===== config.mk =====
export PLATFORM = sky130hd
export DESIGN_NAME = alu_control_unit
export DESIGN_NICKNAME = d
export VERILOG_FILES = /design/src/rtl/alu_control_unit.sv
export SDC_FILE = /design/constraint.sdc
export NUM_CORES = 1
export LEC_CHECK = 0
export CAP_MARGIN = 20
export CORE_MARGIN = 2
export CORE_UTILIZATION = 43
export DETAILED_ROUTE_END_ITERATION = 7
export PLACE_DENSITY = 0.88
export SETUP_SLACK_MARGIN = 0.1
export SYNTH_ARGS = -nofsm -noshare
export SYNTH_HDL_FRONTEND = slang
export SYNTH_SLANG_ARGS = --single-unit
export TNS_END_PERCENT = 20

===== constraint.sdc =====
create_clock -name CLK -period 2.4 [get_ports CLK]
set_clock_uncertainty 0.15 [all_clocks]
set_input_delay 0.36 -clock CLK [delete_from_list [all_inputs] [get_ports CLK]]
set_output_delay 0.36 -clock CLK [all_outputs]
set_load 0.05 [all_outputs]

===== src/rtl/alu_control_unit.sv =====
// alu_control_unit
//   ALU-control decoder for a single-cycle MIPS datapath. Maps the main
//   control unit's ALUOp class and the R-type function field to the 4-bit
//   ALU operation code. It also keeps a registered copy of the decode and a
//   saturating count of illegal R-type function codes, for pipelined reuse
//   and for debug.
//
// Ports
//   CLK           in   system clock, rising-edge registers
//   Reset         in   asynchronous active-low reset
//   En            in   update enable for all registered outputs
//   ALUOp[1:0]    in   operation class (00 ld/st/addi, 01 branch, 10 R-type, 11 ori-class)
//   FuncCode[5:0] in   R-type function field
//   ALUControl    out  combinational ALU operation code
//   Illegal       out  combinational flag: R-type with an unsupported FuncCode
//   ALUControl_r  out  registered ALUControl
//   Illegal_r     out  registered Illegal
//   IllegalCount  out  saturating count of illegal decodes captured with En=1
module alu_control_unit #(
  parameter int CNT_W = 8
) (
  input  logic             CLK,
  input  logic             Reset,
  input  logic             En,
  input  logic [1:0]       ALUOp,
  input  logic [5:0]       FuncCode,
  output logic [3:0]       ALUControl,
  output logic             Illegal,
  output logic [3:0]       ALUControl_r,
  output logic             Illegal_r,
  output logic [CNT_W-1:0] IllegalCount
);

  localparam logic [3:0] OP_AND = 4'b0000;
  localparam logic [3:0] OP_OR  = 4'b0001;
  localparam logic [3:0] OP_ADD = 4'b0010;
  localparam logic [3:0] OP_SUB = 4'b0110;
  localparam logic [3:0] OP_SLT = 4'b0111;
  localparam logic [3:0] OP_NOR = 4'b1100;

  localparam logic [CNT_W-1:0] CNT_MAX = '1;

  logic [3:0]       w_alu_ctrl;
  logic             w_illegal;
  logic [3:0]       r_alu_ctrl;
  logic             r_illegal;
  logic [CNT_W-1:0] r_ill_cnt;

  // Defaults are assigned first so that an X on ALUOp or FuncCode lands on
  // ADD instead of propagating through a case fall-through.
  always_comb begin
    w_alu_ctrl = OP_ADD;
    w_illegal  = 1'b0;
    case (ALUOp)
      2'b00: w_alu_ctrl = OP_ADD;
      2'b01: w_alu_ctrl = OP_SUB;
      2'b11: w_alu_ctrl = OP_OR;
      2'b10: begin
        case (FuncCode)
          6'b100000: w_alu_ctrl = OP_ADD;  // add
          6'b100001: w_alu_ctrl = OP_ADD;  // addu
          6'b100010: w_alu_ctrl = OP_SUB;  // sub
          6'b100011: w_alu_ctrl = OP_SUB;  // subu
          6'b100100: w_alu_ctrl = OP_AND;
          6'b100101: w_alu_ctrl = OP_OR;
          6'b100111: w_alu_ctrl = OP_NOR;
          6'b101010: w_alu_ctrl = OP_SLT;
          default: begin
            w_alu_ctrl = OP_ADD;
            w_illegal  = 1'b1;
          end
        endcase
      end
      default: begin
        w_alu_ctrl = OP_ADD;
        w_illegal  = 1'b0;
      end
    endcase
  end

  always_ff @(posedge CLK or negedge Reset) begin
    if (!Reset) begin
      r_alu_ctrl <= OP_ADD;
      r_illegal  <= 1'b0;
      r_ill_cnt  <= '0;
    end else if (En) begin
      r_alu_ctrl <= w_alu_ctrl;
      r_illegal  <= w_illegal;
      // Saturate rather than wrap, so a long run of bad opcodes stays visible.
      if (w_illegal && (r_ill_cnt != CNT_MAX))
        r_ill_cnt <= r_ill_cnt + 1'b1;
    end
  end

  assign ALUControl   = w_alu_ctrl;
  assign Illegal      = w_illegal;
  assign ALUControl_r = r_alu_ctrl;
  assign Illegal_r    = r_illegal;
  assign IllegalCount = r_ill_cnt;

endmodule


After elaboration in Yosys (flattened, before gate mapping) --
Cells that the tools add are included.
Storage, ports and cells: bits in registers 13, output and inout port bits 18
Cells by class: add/sub/neg operators 1, equal/unequal tests 12, muxes and demuxes 4, reductions and logical operators 5
Operators by type and width (count):
- == test 6 bit (second input constant) | 8
- case mux 4 bit (5 select lines) | 1
- case mux 4 bit (4 select lines) | 1
- adder 8 x 1 -> 8 bit (second input constant) | 1
- inequality test 8 bit (second input constant) | 1
- OR reduction 8 bit | 1
- == test 2 bit (second input constant) | 2
- == test 2 x 1 -> 1 bit (second input constant) | 1
- logical NOT 2 bit | 1
- two-way mux 1 bit | 2
- AND reduction 2 bit | 1
- OR reduction 2 bit | 1
- logical AND 1 bit | 1

Logic depth before layout (Yosys ltp) --
depth in word-level cells 6, gate-level depth with buffers 5

Worst setup path before layout --
Ideal clock, no wire load.
path kind input-to-reg, start input FuncCode[0], end register r_alu_ctrl[1] (netlist: ALUControl_r[1]), library setup time 67 ps, data arrival time 2119 ps, required time 2183 ps, path slack 64 ps, cell stages on the path 4, path through and2b_1 nor3_1 o21ai_0 mux2_2
Between the ends: longest elaborated chain between the ends 4
Ends and longest elaborated chain:
- start: declaration | RTL line 26 | input logic [5:0] FuncCode,
- == test 6 bit | RTL line 59 | case (FuncCode)
- OR reduction 2 bit (no line)
- case mux 4 bit (5 select lines) (*) | RTL line 59
- case mux 4 bit (4 select lines) (*) | RTL line 54 | case (ALUOp)
- via ALUControl[1] | RTL line 27 | output logic [3:0] ALUControl,
- end signal: assignment | RTL line 87 | r_alu_ctrl <= w_alu_ctrl;
- end: declaration | RTL line 45 | logic [3:0] r_alu_ctrl;
The timed path passes the listed nets; every way through them passes the cells marked *. A chain may end at the register's enable or synchronous reset.

Worst setup path after layout --
start input FuncCode[2], end output Illegal
Between the ends: longest elaborated chain between the ends 4
Ends and longest elaborated chain:
- == test 6 bit | RTL line 59
- OR reduction 8 bit (no line) (*)
- two-way mux 1 bit (*) | RTL line 59
- two-way mux 1 bit (*) | RTL line 54
- end: declaration | RTL line 28 | output logic Illegal,
Mark *: on every way between the ends. The rest lies on a longest branch, timed or not.

==> flow_summary_export.csv <==
group,metric,value,unit
synth,synth.area.top_cells,"dfrtp_1 38%, xor2_1 7.8%, a2111oi_2 5.7%, mux2_2 5.7%, dfstp_2 3.3%",
routing,wl_per_cell,14.4,um
clock_network,h-tree-depth,1,
floorplanning,die_y,46.9,um
layout,layout-drive-gt1-share,26.9,%
critical_path,critPathMaxStageDelay,570,ps
routing,drcViolationCount,0,
floorplanning,pin_count,29,
layout,final_cells,129,
status,status,"complete, no violations",
synth,synthesis.nets,82,
synth,synth-warning-count,0,
global_route,gr-usage-all-layers,19.6,%
synth,ys.flop_type,"dfrtp_1",
critical_path,crit_path_start_kind,"primary input",
synth,syn_inst,70,
placed_design,dp_hpwl,1490,um
global_route,grt_antenna_before_repair,0,
synth,syn_area,791,um^2
sta,worstMarginPinSlew,587,ps
clock_network,insertion_delay,280,ps
critical_path,cp.required,1890,ps
critical_path,crit_fanout,4,
clock_network,cts-buffers-inserted,3,
synth,synthArstFlopShare,100,%
clock_network,root_buffer,"clkbuf_4",
global_route,grt_pass1_vias,656,
worst_hold_path,hp-class,"in -> async",
placed_design,globalplace.congestion,0.814,
sta,maxSlewViolCount,0,
power,powerDensity,721,nW/um^2
clock_network,cts_tree,"done",
routing,via_count,688,
layout,syn2layout_area_growth,53.0,%
floorplanning,start_util,45.8,%
critical_path,path_cells,"clkdlybuf4s50_1 > or4b_4 > nand2_1 > a21oi_1 > buf_4",
sta,fin_crit_sh,94.8,%
sta,hold_viol,0,
layout,finalNetCount,117,
synth,synth_common_cells,"12 x dfrtp_1, 7 x xor2_1, 5 x nand3_1, 4 x mux2_2, 4 x nand2_1",
layout,seqCellArea,327,um^2
synth,yosysMostFrequentCell,"dfrtp_1",
global_route,grt_max_degree,14,
placed_design,io_buffers,28,
placed_design,dp_cells,125,
routing,drtIter0Drc,3,
critical_path,critical_path.slowest_cell,"or4b_4",
power,p_leak,0.514,nW
synth,seq_area_frac_synth,41.3,%
critical_path,timing_worst_setup_path_type,"in -> out",
global_route,grt_pass1_wl,2930,um
sta,setup_viol,0,
power,ir_drop,0.512,mV
routing,drt-pass1-iter-count,4,
synth,syn_avg_cell_area,11.3,um^2
floorplanning,core_region_area,1730,um^2
floorplanning,die_area,2200,um^2
global_route,gr-total-overflow,0,
synth,yosysTopAreaCell,"dfrtp_1",
layout,fill_cells,135,
sta,period_needed,2280,ps
routing,drt_wl_total,1860,um
critical_path,cp-end-kind,"output pin",
clock_network,clockBufferDepth,2,
clock_network,path_clk_slew,90,ps
clock_network,post_cts_buffers,0,
clock_network,clkSinkCount,13,
floorplanning,die_w,46.9,um
sta,fin_tns_setup,0,ps
flow_run,cap_violations,0,
layout,diodes,0,
layout,multi_input_area,464,um^2
routing,viasPerCell,5.33,
synth,synth_top_area_share,38.0,%
synth,ys_seq_elements,13,
synth,synth-edff-count,0,
critical_path,critPathArrivalTime,1770,ps
clock_network,holdBufCountCts,0,
floorplanning,num_rows,15,
routing,antenna_left,0,
sta,rsz0062_at_grt,"true",
critical_path,critPathBufInv,2,
critical_path,cp_top_family,"buffers and inverters",
synth,ys_types,27,
sta,maxSlewHeadroom,60.7,%
sta,max_freq,439,MHz
## cell type report
class / count / area share, %
clock buffers: 4 / 2.17
well taps: 25 / 2.59
inverters: 3 / 0.931
flip-flops and latches: 13 / 27.0
repair buffers: 32 / 29.0
multi-input cells: 52 / 38.4
## through the flow
step	cell area, um^2	power [mW]	setup WS (ps)	hold slack (ps)	utilization [%]
2_1_floorplan	791	0.573	154	-85.6	-
3_3_place_gp	1160	0.716	171	336	67.2
3_5_place_dp	1160	0.733	120	350	67.2
4_1_cts	1190	0.870	115	320	68.7
5_1_grt	1210	0.913	76.9	351	70.1
6_report	1210	0.872	125	293	70.1
## where the power goes
| group | total (mW) | internal (mW) | switching [mW] |
|---|---|---|---|
| logic | 0.416 | 0.156 | 0.260 |
| clock network | 0.140 | 0.0645 | 0.0751 |
| registers | 0.316 | 0.262 | 0.0545 |
## layer usage
layer	global-route usage [%]	routed length, um	vias to the layer above	share of wire, %
li1	-	-	322	-
met1	22.2	724	339	39
met2	33.4	999	21	54
met3	5.00	78	6	4.2
met4	11.1	56	0	3.0
met5	0	0	-	0
## placed cells by master (no fill, tap or decap), types with 3 or more instances in the layout
cell type | netlist | routed
nand2_1 | 4 | 4
buf_4 | 0 | 5
a211oi_1 | 3 | 3
dfrtp_1 | 12 | 12
mux2_2 | 4 | 4
nand3_1 | 5 | 5
clkbuf_4 | 0 | 3
inv_1 | 3 | 3
clkdlybuf4s50_1 | 0 | 22
and2b_1 | 3 | 3
xor2_1 | 7 | 7
a2111oi_2 | 3 | 3
buf_12 | 0 | 4
## final timing paths
check / depth (start not counted) / slack, ps / to / start
min in group CLK: 1 / 360 / IllegalCount[6]$_DFFE_PN0P_ / IllegalCount[6]$_DFFE_PN0P_
worst min register to register: 1 / 360 / IllegalCount[6]$_DFFE_PN0P_ / IllegalCount[6]$_DFFE_PN0P_
worst min-delay path: 1 / 290 / IllegalCount[3]$_DFFE_PN0P_ / Reset
max in group asynchronous: 1 / 1420 / ALUControl_r[3]$_DFFE_PN0P_ / Reset
worst max register to register: 5 / 540 / IllegalCount[1]$_DFFE_PN0P_ / IllegalCount[0]$_DFFE_PN0P_
worst max-delay path: 5 / 120 / Illegal / FuncCode[2]
## registers in the layout, summed over array words and instances (netlist names)
signal        flops
Illegal_r         1
IllegalCount      8
ALUControl_r      4
## repair_timing
action / 4_1_cts / 5_1_grt
setup endpoints to repair: 0 / 1
resized for setup: 0 / 4
hold endpoints to repair: 0 / 0
## logic make-up after synthesis
logic type | Yosys count | share of synthesized area [%]
compound gates | 15 | 19.9
xor+xnor | 7 | 7.75
fa+ha+maj | 1 | 1.58
buf+inv | 5 | 2.69
flops | 13 | 41.3
mux | 6 | 8.86
simple gates | 23 | 17.9
No activity file was read; power rests on OpenSTA's default activity.
==> edit: new RTL, same flow settings <==
Register the inputs `En`, `ALUOp` and `FuncCode` before use, cleared by the reset. The logic sees them one clock later. Comments in the files are not updated.
--- a/src/rtl/alu_control_unit.sv
+++ b/src/rtl/alu_control_unit.sv
@@ -40,6 +40,22 @@
 
   localparam logic [CNT_W-1:0] CNT_MAX = '1;
 
+  logic En_q;
+  logic [1:0] ALUOp_q;
+  logic [5:0] FuncCode_q;
+
+  always_ff @(posedge CLK or negedge Reset) begin
+    if (!Reset) begin
+      En_q       <= '0;
+      ALUOp_q    <= '0;
+      FuncCode_q <= '0;
+    end else begin
+      En_q       <= En;
+      ALUOp_q    <= ALUOp;
+      FuncCode_q <= FuncCode;
+    end
+  end
+
   logic [3:0]       w_alu_ctrl;
   logic             w_illegal;
   logic [3:0]       r_alu_ctrl;
@@ -51,12 +67,12 @@
   always_comb begin
     w_alu_ctrl = OP_ADD;
     w_illegal  = 1'b0;
-    case (ALUOp)
+    case (ALUOp_q)
       2'b00: w_alu_ctrl = OP_ADD;
       2'b01: w_alu_ctrl = OP_SUB;
       2'b11: w_alu_ctrl = OP_OR;
       2'b10: begin
-        case (FuncCode)
+        case (FuncCode_q)
           6'b100000: w_alu_ctrl = OP_ADD;  // add
           6'b100001: w_alu_ctrl = OP_ADD;  // addu
           6'b100010: w_alu_ctrl = OP_SUB;  // sub
@@ -83,7 +99,7 @@
       r_alu_ctrl <= OP_ADD;
       r_illegal  <= 1'b0;
       r_ill_cnt  <= '0;
-    end else if (En) begin
+    end else if (En_q) begin
       r_alu_ctrl <= w_alu_ctrl;
       r_illegal  <= w_illegal;
       // Saturate rather than wrap, so a long run of bad opcodes stays visible.
Function: changed (a bounded check fails within 4 cycles, from zero or initial values and one cycle with Reset low).
==> edit against the unedited design <==
Worst setup slack improved by 91 ps. Power rose by 19%. Clock power rose by 16%. Highest routed layer unchanged. First-iteration DRC count rose by 130%. Sequential power rose by 52%. Area after synthesis rose by 21%. Sequential share of layout area rose by 15 points. Wire length fell by 5.1%. Core utilization fell by 9.2 points. Sequential cell count rose by 9. Count of clock-buffer cells in the layout did not move. Largest power group is now sequential cells. Die area rose by 19%. Final area rose by 8.1%.
==> edit: results <==
[status]
outcome = "complete, no violations"

[yosys]
synth_nets = 87
synthTopCellsByArea = "dfrtp_1 55%, xnor2_1 6.4%, mux2_2 5.9%"
synthTopCellsByCount = "21 x dfrtp_1, 7 x xnor2_1, 6 x nand3_1"
synth-xor-area-share_pct = 6.40
synth_ff_type = "dfrtp_1"
yosys-mux-area-fraction_pct = 7.44
synthCells = 75
yosysSeqAreaShare_pct = 57.6
synth_cell_types = 29
synth_compound_area_share_pct = 10.4
synthAdderAreaFrac_pct = 1.31

[power_and_ir_drop]
p_int_uw = 640
leakagePower_uw = 0.000549
switchingPower_uw = 393
peakVddDrop_mv = 0.667
pg_clk_uw = 163
p_seq_share_pct = 46.4

[global_route]
grt_pass1_vias = 698
grt.met2_usage_pct = 25.8
grt_max_degree = 13
gr-usage-met3_pct = 3.22
grt_usage_pct = 15.4
grt_pass1_wl_mm = 2.98
grt_util_met1_pct = 18.8

[cts]
cts_buffers = 3
clock_latency_ps = 300
clockBufferDepth = 2
cts_root_buf = "clkbuf_4"
htreeDepth = 1
clkTransAtPathRegs_ps = 110

[place]
portBuffers = 28
place_inst = 132
placed_cell_area_sq_um = 1280
routabilityCongestion = 0.788
hpwl_mm = 1.39
dp_slack_ps = 532

[drt]
vias = 689
wirelength_met1_um = 767
wl_met2_um = 861
wl_per_cell_um = 13.0
drtPass1Iterations = 4
drtIter0Drc = 7
wl_met3_um = 100

[worst_setup_path]
cp_slowest_cell = "dfrtp_1"
cp_slowest_stage_delay_ps = 440
cp_top_family = "flip-flops"
crit_arrival_ps = 1670

[finish]
final_cells = 136
nets = 121
drive_gt1_share_pct = 22.2
num_antenna_cells = 0
largest_register_ffs = 8

[sta]
tightestPinTransition_ps = 524
==> edit: worst reg2reg max path, cell delays in order (launching register included) <==
cell      delay (ps)
dfrtp_1          440
and2b_2          260
o21ai_2           80
a211oi_4         430
nand2_4           90
mux2_4           310
==> edit: path summary, 6_finish.rpt <==
| path | from | end | slack (ps) | depth (start not counted) |
|---|---|---|---|---|
| max reg2reg | FuncCode_q[0] | IllegalCount[1] | 530 | 5 |
| min | Reset | IllegalCount[6] | 250 | 1 |
| max | FuncCode_q[0] | ALUControl[0] | 220 | 5 |
| max in group asynchronous | Reset | FuncCode_q[4] | 1320 | 2 |
| min reg2reg | Illegal_r | Illegal_r | 360 | 1 |
| min in group CLK | FuncCode[2] | FuncCode_q[2] | 330 | 1 |
==> edit: layout make-up <==
cell class | count | area [sq um]
fill | 182 | 841
sequential | 22 | 552
multi-input combinational | 50 | 395
timing repair buffer | 29 | 288
tap | 28 | 35.0
clock buffer | 4 | 26.3
inverter | 3 | 11.3
